## src/rtl/mips_sc_run_controller_if.sv

```systemverilog
// Bundle of run-control pulses, instruction/flag inputs and datapath control
// outputs shared between the MIPS run controller and its datapath/host.
interface mips_sc_run_controller_if #(
    parameter int CNT_W = 16
);
    logic             start;
    logic             stop;
    logic             step;
    logic [31:0]      instruction;
    logic             zeroflag;

    logic             ldinpc;
    logic             initpc;
    logic             JumpSrc;
    logic             PCsignal;
    logic             RegDst;
    logic             WriteSrc;
    logic             RegWSrc;
    logic             RegWrite;
    logic             ALUSrc;
    logic             MemRead;
    logic             MemWrite;
    logic             PCSrc;
    logic             MemtoReg;
    logic [2:0]       ALUoperation;
    logic             busy;
    logic             halted;
    logic             err;
    logic [CNT_W-1:0] retired;

    modport master (
        output start, stop, step, instruction, zeroflag,
        input  ldinpc, initpc, JumpSrc, PCsignal, RegDst, WriteSrc, RegWSrc,
               RegWrite, ALUSrc, MemRead, MemWrite, PCSrc, MemtoReg,
               ALUoperation, busy, halted, err, retired
    );

    modport slave (
        input  start, stop, step, instruction, zeroflag,
        output ldinpc, initpc, JumpSrc, PCsignal, RegDst, WriteSrc, RegWSrc,
               RegWrite, ALUSrc, MemRead, MemWrite, PCSrc, MemtoReg,
               ALUoperation, busy, halted, err, retired
    );
endinterface

```

## src/rtl/mips_sc_run_controller.sv

```systemverilog
// Single-cycle MIPS control decoder plus run sequencer (start/stop/step/halt/budget).
// Optional illegal-instruction trap enabled by defining MIPS_CTRL_ILLEGAL_TRAP_EN.
module mips_sc_run_controller #(
    parameter int         CNT_W     = 16,
    parameter int         MAX_INSTR = 0,
    parameter logic [5:0] HALT_OP   = 6'h3F
) (
    input logic                   clk,
    input logic                   rst,
    mips_sc_run_controller_if.slave bus
);
    typedef enum logic [2:0] {
        S_IDLE, S_INIT, S_RUN, S_PAUSE, S_STEP, S_HALT
    } state_t;

    localparam logic [2:0] ALU_AND = 3'b000;
    localparam logic [2:0] ALU_OR  = 3'b001;
    localparam logic [2:0] ALU_ADD = 3'b010;
    localparam logic [2:0] ALU_SUB = 3'b110;
    localparam logic [2:0] ALU_SLT = 3'b111;
    localparam logic [CNT_W-1:0] BUDGET = CNT_W'(MAX_INSTR);

    state_t           state, state_nxt;
    logic [CNT_W-1:0] retired_q;
    logic             err_q;

    logic [5:0] op, funct;
    logic       legal, is_halt, halt_like, exec_st, execute, budget_hit;
    logic       d_jumpsrc, d_pcsignal, d_regdst, d_writesrc, d_regwsrc, d_regwrite;
    logic       d_alusrc, d_memread, d_memwrite, d_pcsrc, d_memtoreg;
    logic [2:0] d_aluop;
    logic       unused_bits;

    function automatic logic [CNT_W-1:0] sat_inc(input logic [CNT_W-1:0] v);
        return (&v) ? v : v + 1'b1;
    endfunction

    assign op          = bus.instruction[31:26];
    assign funct       = bus.instruction[5:0];
    assign unused_bits = ^bus.instruction[25:6];

    always_comb begin
        legal      = 1'b0;
        d_jumpsrc  = 1'b0;
        d_pcsignal = 1'b0;
        d_regdst   = 1'b0;
        d_writesrc = 1'b0;
        d_regwsrc  = 1'b0;
        d_regwrite = 1'b0;
        d_alusrc   = 1'b0;
        d_memread  = 1'b0;
        d_memwrite = 1'b0;
        d_pcsrc    = 1'b0;
        d_memtoreg = 1'b0;
        d_aluop    = ALU_AND;
        case (op)
            6'h00: begin
                case (funct)
                    6'h20, 6'h22, 6'h24, 6'h25, 6'h2A: begin
                        legal      = 1'b1;
                        d_regdst   = 1'b1;
                        d_regwrite = 1'b1;
                        case (funct)
                            6'h20:   d_aluop = ALU_ADD;
                            6'h22:   d_aluop = ALU_SUB;
                            6'h24:   d_aluop = ALU_AND;
                            6'h25:   d_aluop = ALU_OR;
                            default: d_aluop = ALU_SLT;
                        endcase
                    end
                    6'h08: begin
                        legal      = 1'b1;
                        d_pcsignal = 1'b1;
                    end
                    default: legal = 1'b0;
                endcase
            end
            6'h23: begin
                legal      = 1'b1;
                d_alusrc   = 1'b1;
                d_aluop    = ALU_ADD;
                d_memread  = 1'b1;
                d_memtoreg = 1'b1;
                d_regwrite = 1'b1;
            end
            6'h2B: begin
                legal      = 1'b1;
                d_alusrc   = 1'b1;
                d_aluop    = ALU_ADD;
                d_memwrite = 1'b1;
            end
            6'h04: begin
                legal   = 1'b1;
                d_aluop = ALU_SUB;
                d_pcsrc = bus.zeroflag;
            end
            6'h08, 6'h0A: begin
                legal      = 1'b1;
                d_alusrc   = 1'b1;
                d_regwrite = 1'b1;
                d_aluop    = (op == 6'h08) ? ALU_ADD : ALU_SLT;
            end
            6'h02, 6'h03: begin
                legal      = 1'b1;
                d_pcsignal = 1'b1;
                d_jumpsrc  = 1'b1;
                d_regwsrc  = (op == 6'h03);
                d_writesrc = (op == 6'h03);
                d_regwrite = (op == 6'h03);
            end
            default: legal = 1'b0;
        endcase
    end

    // Halt-like instructions stop the sequencer without loading the PC or retiring.
    assign is_halt = (op == HALT_OP);
`ifdef MIPS_CTRL_ILLEGAL_TRAP_EN
    assign halt_like = is_halt || !legal;
`else
    assign halt_like = is_halt;
`endif
    assign exec_st    = (state == S_RUN) || (state == S_STEP);
    assign execute    = exec_st && !halt_like;
    assign budget_hit = (MAX_INSTR != 0) && (sat_inc(retired_q) == BUDGET);

    always_ff @(posedge clk or negedge rst) begin
        if (!rst) state <= S_IDLE;
        else      state <= state_nxt;
    end

    always_ff @(posedge clk or negedge rst) begin
        if (!rst) begin
            retired_q <= '0;
            err_q     <= 1'b0;
        end else if (state == S_INIT) begin
            retired_q <= '0;
            err_q     <= 1'b0;
        end else begin
            if (execute) retired_q <= sat_inc(retired_q);
`ifdef MIPS_CTRL_ILLEGAL_TRAP_EN
            if (exec_st && !is_halt && !legal) err_q <= 1'b1;
`endif
        end
    end

    always_comb begin
        state_nxt        = state;
        bus.ldinpc       = 1'b0;
        bus.initpc       = 1'b0;
        bus.JumpSrc      = 1'b0;
        bus.PCsignal     = 1'b0;
        bus.RegDst       = 1'b0;
        bus.WriteSrc     = 1'b0;
        bus.RegWSrc      = 1'b0;
        bus.RegWrite     = 1'b0;
        bus.ALUSrc       = 1'b0;
        bus.MemRead      = 1'b0;
        bus.MemWrite     = 1'b0;
        bus.PCSrc        = 1'b0;
        bus.MemtoReg     = 1'b0;
        bus.ALUoperation = 3'b000;
        case (state)
            S_IDLE:  if (bus.start) state_nxt = S_INIT;
            S_INIT: begin
                bus.initpc = 1'b1;
                state_nxt  = S_RUN;
            end
            S_RUN, S_STEP: begin
                if (halt_like) begin
                    state_nxt = S_HALT;
                end else begin
                    bus.ldinpc       = 1'b1;
                    bus.JumpSrc      = d_jumpsrc;
                    bus.PCsignal     = d_pcsignal;
                    bus.RegDst       = d_regdst;
                    bus.WriteSrc     = d_writesrc;
                    bus.RegWSrc      = d_regwsrc;
                    bus.RegWrite     = d_regwrite;
                    bus.ALUSrc       = d_alusrc;
                    bus.MemRead      = d_memread;
                    bus.MemWrite     = d_memwrite;
                    bus.PCSrc        = d_pcsrc;
                    bus.MemtoReg     = d_memtoreg;
                    bus.ALUoperation = d_aluop;
                    if (budget_hit)              state_nxt = S_HALT;
                    else if (state == S_STEP)    state_nxt = S_PAUSE;
                    else if (bus.stop)           state_nxt = S_PAUSE;
                end
            end
            S_PAUSE: begin
                if (bus.start)     state_nxt = S_RUN;
                else if (bus.step) state_nxt = S_STEP;
            end
            S_HALT:  if (bus.start) state_nxt = S_INIT;
            default: state_nxt = S_IDLE;
        endcase
    end

    assign bus.busy    = (state == S_INIT) || exec_st;
    assign bus.halted  = (state == S_HALT);
    assign bus.err     = err_q;
    assign bus.retired = retired_q;
endmodule

```

## src/flat_wrapper.sv

```systemverilog
// flat-port wrapper written by rule: the top's interface ports become plain ports
module mips_sc_run_controller_flat 
#(
    parameter int         CNT_W     = 16,
    parameter int         MAX_INSTR = 0,
    parameter logic [5:0] HALT_OP   = 6'h3F
)
  (clk, rst, bus_start, bus_stop, bus_step, bus_instruction, bus_zeroflag, bus_ldinpc, bus_initpc, bus_JumpSrc, bus_PCsignal, bus_RegDst, bus_WriteSrc, bus_RegWSrc, bus_RegWrite, bus_ALUSrc, bus_MemRead, bus_MemWrite, bus_PCSrc, bus_MemtoReg, bus_ALUoperation, bus_busy, bus_halted, bus_err, bus_retired);
  mips_sc_run_controller_if #(.CNT_W(CNT_W)) bus_i ();
  input logic clk;
  input logic rst;
  input wire logic [$bits(bus_i.start)-1:0] bus_start;
  input wire logic [$bits(bus_i.stop)-1:0] bus_stop;
  input wire logic [$bits(bus_i.step)-1:0] bus_step;
  input wire logic [$bits(bus_i.instruction)-1:0] bus_instruction;
  input wire logic [$bits(bus_i.zeroflag)-1:0] bus_zeroflag;
  output wire logic [$bits(bus_i.ldinpc)-1:0] bus_ldinpc;
  output wire logic [$bits(bus_i.initpc)-1:0] bus_initpc;
  output wire logic [$bits(bus_i.JumpSrc)-1:0] bus_JumpSrc;
  output wire logic [$bits(bus_i.PCsignal)-1:0] bus_PCsignal;
  output wire logic [$bits(bus_i.RegDst)-1:0] bus_RegDst;
  output wire logic [$bits(bus_i.WriteSrc)-1:0] bus_WriteSrc;
  output wire logic [$bits(bus_i.RegWSrc)-1:0] bus_RegWSrc;
  output wire logic [$bits(bus_i.RegWrite)-1:0] bus_RegWrite;
  output wire logic [$bits(bus_i.ALUSrc)-1:0] bus_ALUSrc;
  output wire logic [$bits(bus_i.MemRead)-1:0] bus_MemRead;
  output wire logic [$bits(bus_i.MemWrite)-1:0] bus_MemWrite;
  output wire logic [$bits(bus_i.PCSrc)-1:0] bus_PCSrc;
  output wire logic [$bits(bus_i.MemtoReg)-1:0] bus_MemtoReg;
  output wire logic [$bits(bus_i.ALUoperation)-1:0] bus_ALUoperation;
  output wire logic [$bits(bus_i.busy)-1:0] bus_busy;
  output wire logic [$bits(bus_i.halted)-1:0] bus_halted;
  output wire logic [$bits(bus_i.err)-1:0] bus_err;
  output wire logic [$bits(bus_i.retired)-1:0] bus_retired;
  assign bus_i.start = bus_start;
  assign bus_i.stop = bus_stop;
  assign bus_i.step = bus_step;
  assign bus_i.instruction = bus_instruction;
  assign bus_i.zeroflag = bus_zeroflag;
  assign bus_ldinpc = bus_i.ldinpc;
  assign bus_initpc = bus_i.initpc;
  assign bus_JumpSrc = bus_i.JumpSrc;
  assign bus_PCsignal = bus_i.PCsignal;
  assign bus_RegDst = bus_i.RegDst;
  assign bus_WriteSrc = bus_i.WriteSrc;
  assign bus_RegWSrc = bus_i.RegWSrc;
  assign bus_RegWrite = bus_i.RegWrite;
  assign bus_ALUSrc = bus_i.ALUSrc;
  assign bus_MemRead = bus_i.MemRead;
  assign bus_MemWrite = bus_i.MemWrite;
  assign bus_PCSrc = bus_i.PCSrc;
  assign bus_MemtoReg = bus_i.MemtoReg;
  assign bus_ALUoperation = bus_i.ALUoperation;
  assign bus_busy = bus_i.busy;
  assign bus_halted = bus_i.halted;
  assign bus_err = bus_i.err;
  assign bus_retired = bus_i.retired;
  mips_sc_run_controller #(.CNT_W(CNT_W), .MAX_INSTR(MAX_INSTR), .HALT_OP(HALT_OP)) u_core (.clk(clk), .rst(rst), .bus(bus_i));
endmodule
```

## config.mk

```make
export PLATFORM = sky130hd
export DESIGN_NAME = mips_sc_run_controller_flat
export DESIGN_NICKNAME = d
export VERILOG_FILES = /design/src/rtl/mips_sc_run_controller_if.sv /design/src/rtl/mips_sc_run_controller.sv /design/src/flat_wrapper.sv
export SDC_FILE = /design/constraint.sdc
export NUM_CORES = 1
export LEC_CHECK = 0
export CAP_MARGIN = 20
export CORE_ASPECT_RATIO = 2
export CORE_UTILIZATION = 45
export CTS_BUF_LIST = sky130_fd_sc_hd__clkbuf_8
export DETAILED_ROUTE_END_ITERATION = 8
export DONT_BUFFER_PORTS = 1
export PLACE_DENSITY = 0.6
export SKIP_CTS_REPAIR_TIMING = 1
export SYNTH_ARGS = -nofsm -noshare
export SYNTH_HDL_FRONTEND = slang
export SYNTH_SLANG_ARGS = --single-unit
```

## constraint.sdc

```tcl
create_clock -name clk -period 1.92 [get_ports clk]
set_input_delay 0.096 -clock clk [delete_from_list [all_inputs] [get_ports clk]]
set_output_delay 0.096 -clock clk [all_outputs]
set_load 0.02 [all_outputs]
```

# After elaboration in Yosys (flattened, before gate mapping)
# Index checks and enable logic that the tools add are counted.
# W data, S select, Z words.
word_totals:
  memories: 0
  latch_bits: 0
  ff_bits: 19
  elab_cells: 92
  inputBits: 38
  ram_bits: 0
  romBits: 0
op_classes:
  n_reduce_logical: 18
  n_mul: 0
  shift: 0
  magnitude_cmp: 0
  addsub: 1
  div: 0
  bitwise: 0
  eq_ne: 23
  n_mux: 48
op_table:
  columns: ["op", "n"]
  rows:
  - ["$eq A6 B6 Y1 const B", 8]
  - ["$mux W16", 3]
  - ["$pmux W3 S4", 3]
  - ["$mux W1", 30]
  - ["$mux W3", 10]
  - ["$eq A6 B4 Y1 const B", 3]
  - ["$add A16 B1 Y16 const B", 1]
  - ["$reduce_and A16 Y1", 1]
  - ["$eq A6 B2 Y1 const B", 2]
  - ["$reduce_or A2 Y1", 5]
  - ["$eq A3 B2 Y1 const B", 2]
  - ["$eq A3 B3 Y1 const B", 2]
  - ["$eq A6 B3 Y1 const B", 1]
  - ["$logic_not A6 Y1", 1]
  - ["$reduce_or A5 Y1", 1]
  - ["$ne A2 B1 Y1 const B", 2]
  - ["$ne A4 B2 Y1 const B", 1]
  - ["$reduce_or A4 Y1", 1]
  - ["$eq A3 B1 Y1 const B", 1]
  - ["$logic_not A3 Y1", 1]
  - ["$ne A3 B3 Y1 const B", 1]
  - ["$pmux W1 S3", 1]
  - ["$reduce_and A3 Y1", 1]
  - ["$reduce_or A3 Y1", 1]
  - ["6 further kinds", 7]

# Longest topological paths before layout
depth:
  depth_word: 6
  ltp_mapped: 7
  ltp_nobuf: 6

# Worst setup path before layout
# OpenSTA, ideal clock, no wires.
synth_path:
  path_type: "flip-flop to output port"
  startpoint: "register u_core.state[1]"
  endpoint: "output port bus_ALUoperation[2]"
  stages_incl_launch_ff: 7
  path_buffers: 1
  slack_ns: -0.195
  arrival_time_ns: 2.019
  required_ns: 1.824
  path_cell_list: "dfrtp_1 -> buf_4 -> xor2_1 -> nand2_1 -> a2111oi_2 -> nor2_1 -> a21oi_1"
synth_between:
  elab_chain_len: 3
  word_cells_on_any_way: 4
  cone_classes: "eq/ne (2); mux (1); reduce/logical (1)"
synth_lines:
  columns: ["element", "line", "source"]
  rows:
  - ["start: declaration", "mips_sc_run_controller.sv:23", "state_t state, state_nxt;"]
  - ["start signal: assignment", "mips_sc_run_controller.sv:128", "else state <= state_nxt;"]
  - ["$eq A3 B3 Y1 or $eq A3 B2 Y1 (tied branches)", "mips_sc_run_controller.sv:162", "case (state)"]
  - ["$reduce_or A2 Y1 *", "mips_sc_run_controller.sv:162", null]
  - ["$mux W3 *", "mips_sc_run_controller.sv:162", null]
  - ["end: declaration", "flat_wrapper.sv:30", "output wire logic [$bits(bus_i.ALUoperation)-1:0] bus_ALUoperation;"]
# Mark *: on every way between the ends. The rest lies on a longest branch, timed or not.

# Final worst setup path
layout_path:
  startpoint: "register u_core.state[0]"
  endpoint: "output port bus_initpc"
layout_between:
  elab_chain_len: 2
layout_lines:
  columns: ["element", "line", "source"]
  rows:
  - ["$eq A3 B1 Y1", "mips_sc_run_controller.sv:162", null]
  - ["$mux W1", "mips_sc_run_controller.sv:162", null]
  - ["end: declaration", "flat_wrapper.sv:18", "output wire logic [$bits(bus_i.initpc)-1:0] bus_initpc;"]
# Every way passes these cells.

==> flow_metrics.tcl <==
set metrics [dict create \
    status "finished with violations" \
    violations "negative setup slack" \
    seqPwrFrac 0.292 \
    internal_power_mw 0.976 \
    critPathKind "flop to primary output" \
    syn2layout_area_growth_pct 34.0 \
    power_frac_clock 0.161 \
    routed_via_density 5.99 \
    fin_skew_ns 0.00256 \
    rsz0062_at_grt "true" \
    min-delay-start "bus_start" \
    synth_cell_types 44 \
    clk_latency_ns 0.25 \
    grt_pass1_wl_mm 5.60 \
    multi_input_area_um2 912 \
    holdPathEnd "u_core.state[0]$_DFFE_PN0P_" \
    drtIter0Drc 25 \
    tns_ns -0.0170 \
    synth-compound-area-share 0.152 \
    required_ns 1.82 \
    nets 249 \
    synth.top_cells.by_area "dfrtp_1, nor2_1, xnor2_1" \
    fin_hold_ws_ns 0.0505 \
    drtPass1Iterations 4 \
    ant_nets 0 \
    die_x_um 41.1 \
    pin_count 73 \
    grt_antenna_before_repair 0 \
    grt_overflow 0 \
    syn_inst 171 \
    worstRegToRegCells 6 \
    core_area_um2 2940 \
    regArea_um2 479 \
    power.switching_mw 0.772 \
    clk_path_buf_depth 2 \
    timing.fmax_mhz 516 \
    r2r_slack_ns 0.04 \
    synth_top_area_cell "dfrtp_1" \
    dp_hpwl_mm 3.02 \
    dp_cells 229 \
    r2r_end "u_core.bus.retired[14]$_DFFE_PN0P_" \
    clkSinkCount 19 \
    cp.arrival_ns 1.84 \
    period_share 1.01 \
    fp.dieH_um 80.1 \
    cts_tree "yes" \
    finalMaxSlewViolations 0 \
    synth-simple-area-share 0.335 \
    fin_crit_ns 1.94 \
    synth_xor_area_frac 0.0702 \
    remaining_drc_errors 0 \
    row_count 28 \
    grt_max_degree 20 \
    root_buffer "clkbuf_8" \
    async_reset_ff_frac 1.00 \
    synth_fa_ha_area_frac 0.00912 \
    regToRegStartpoint "u_core.bus.retired[1]$_DFFE_PN0P_" \
    numCtsBuffers 3 \
    leakage_nw 0.800 \
    yosysWarningCount 0 \
    finalHoldViolCount 0 \
    syn_nets 210 \
    synthMuxAreaShare 0.0219 \
    pwr-share-comb 0.547 \
    switching_share 0.442 \
    start_util 0.466 \
    synth_edf_count 0 \
    clkTransAtPathRegs_ns 0.07 \
    ys_ff_latch 19 \
    relSlewSlack 0.422 \
    routed_wl_mm 3.90 \
    grtUsageTotal 0.244 \
    syn_area_um2 1370 \
    cp-start-kind "flop" \
    place.gp.congestion 0.846 \
    layout_common_cells "buf_4, nor2_1, dfrtp_1" \
    drv_cap 0 \
    synth_top_family_by_area "simple AND/OR/NAND/NOR gates" \
    synth_top_area_frac 0.346 \
    post_drt_wl_per_cell_um 16.3 \
    setup_ws_ns -0.0170 \
    setup_viol 1 \
    portBuffers 0 \
    dr_total_vias 1432 \
    fillers 277 \
    ys_dominant_reg_cell "dfrtp_1" \
    peakVddDrop_mv 0.832 \
    htreeDepth 1 \
    n_antenna_cell 0 \
    fin_area_um2 1840 \
    hold_path.class "primary input to flop" \
    tightest_slew_ns 0.864 \
    layout-drive-gt1-share 0.325 \
    power.density_nw_per_um2 951 \
    dieArea_um2 3290 \
    place_area_um2 1660 \
    mostFrequentLayoutCell "buf_4" \
    path_max_fanout 8 \
    holdPathStages 2 \
    grt_pass1_vias 1432 \
    syn_avg_cell_area_um2 8.03 \
    cp-end-kind "primary output" \
    synth.yosys.seq_area_share 0.346 \
    layoutNonFillerInstCount 239 \
]
==> routing by layer <==
layer	vias to the layer above	part of all wire	wire [um]	GRT usage
met3	10	0.054	209	0.0387
met4	0	0.024	93	0.117
li1	687	-	-	-
met2	54	0.60	2340	0.481
met1	681	0.32	1260	0.193
met5	-	0	0	0
==> through the flow <==
stage                     power [mW]  setup slack (ns)  utilization
after floorplan                 1.07          -0.00782            -
after detailed placement        1.33            0.0985        0.565
after global placement          1.31             0.139        0.565
after CTS                       1.61            -0.110        0.580
final                           1.75           -0.0170        0.625
after global routing            1.86           -0.0937        0.625
==> layout make-up <==
cell class,count,area share
clock buffers,3,0.0224
flip-flops and latches,19,0.261
multi-input cells,134,0.496
clock inverters,1,0.00272
repair buffers,41,0.176
well taps,30,0.0204
inverters,11,0.0224
==> cell usage after synthesis (2+ instances only) <==
cell      count
nand2b_1      3
nand3_1      12
a31oi_1       3
nand4_1       3
nor4_1        7
and2_1        2
nor2b_1       2
xnor2_1      10
buf_4         4
mux2i_1       3
a21oi_1       9
o21ai_0       5
nor3_1       12
nand2_1      15
inv_1        10
nor2_1       24
dfrtp_1      19
buf_2         2
==> power groups by stage <==
stage / Clock, mW / Sequential, mW / Combinational, mW
floorplan: 0 / 0.553 / 0.514
global placement: 0 / 0.515 / 0.793
detailed placement: 0 / 0.522 / 0.807
CTS: 0.282 / 0.514 / 0.810
global route: 0.303 / 0.516 / 1.04
finish: 0.281 / 0.510 / 0.957
==> registers in the layout (all words and copies together), names as in the netlist <==
register,flops
u_core.bus.retired,16
u_core.state,3
==> critical path: stages (launching register included) <==
cell and delay, ns:
dfrtp_1 0.37, clkinv_1 0.29, or3_1 0.58, inv_1 0.17, buf_4 0.17
==> cells by family (layout without fill, tap and decap cells) <==
| logic type | count (synthesis) | in the layout |
|---|---|---|
| AO/OA/AOI/OAI | 28 | 28 |
| AND/OR/NAND/NOR | 90 | 90 |
| other | 1 | 1 |
| multiplexers | 3 | 3 |
| adder cells (fa/ha/maj) | 1 | 1 |
| buffers and inverters | 18 | 56 |
| flip-flops | 19 | 19 |
| XOR/XNOR | 11 | 11 |
==> worst max path at each step <==
stage,depth (start not counted),to,slack [ns],startpoint
floorplan,6,bus_ALUoperation[2],-0.008,u_core.state[1]$_DFFE_PN0P_
global placement,6,u_core.bus.retired[11]$_DFFE_PN0P_,0.14,u_core.bus.retired[3]$_DFFE_PN0P_
detailed placement,6,u_core.bus.retired[14]$_DFFE_PN0P_,0.1,u_core.bus.retired[1]$_DFFE_PN0P_
CTS,8,bus_ALUoperation[2],-0.11,u_core.state[2]$_DFFE_PN0P_
global route,4,bus_initpc,-0.09,u_core.state[0]$_DFFE_PN0P_
finish,4,bus_initpc,-0.02,u_core.state[0]$_DFFE_PN0P_
No activity file was read; power rests on OpenSTA's default activity.
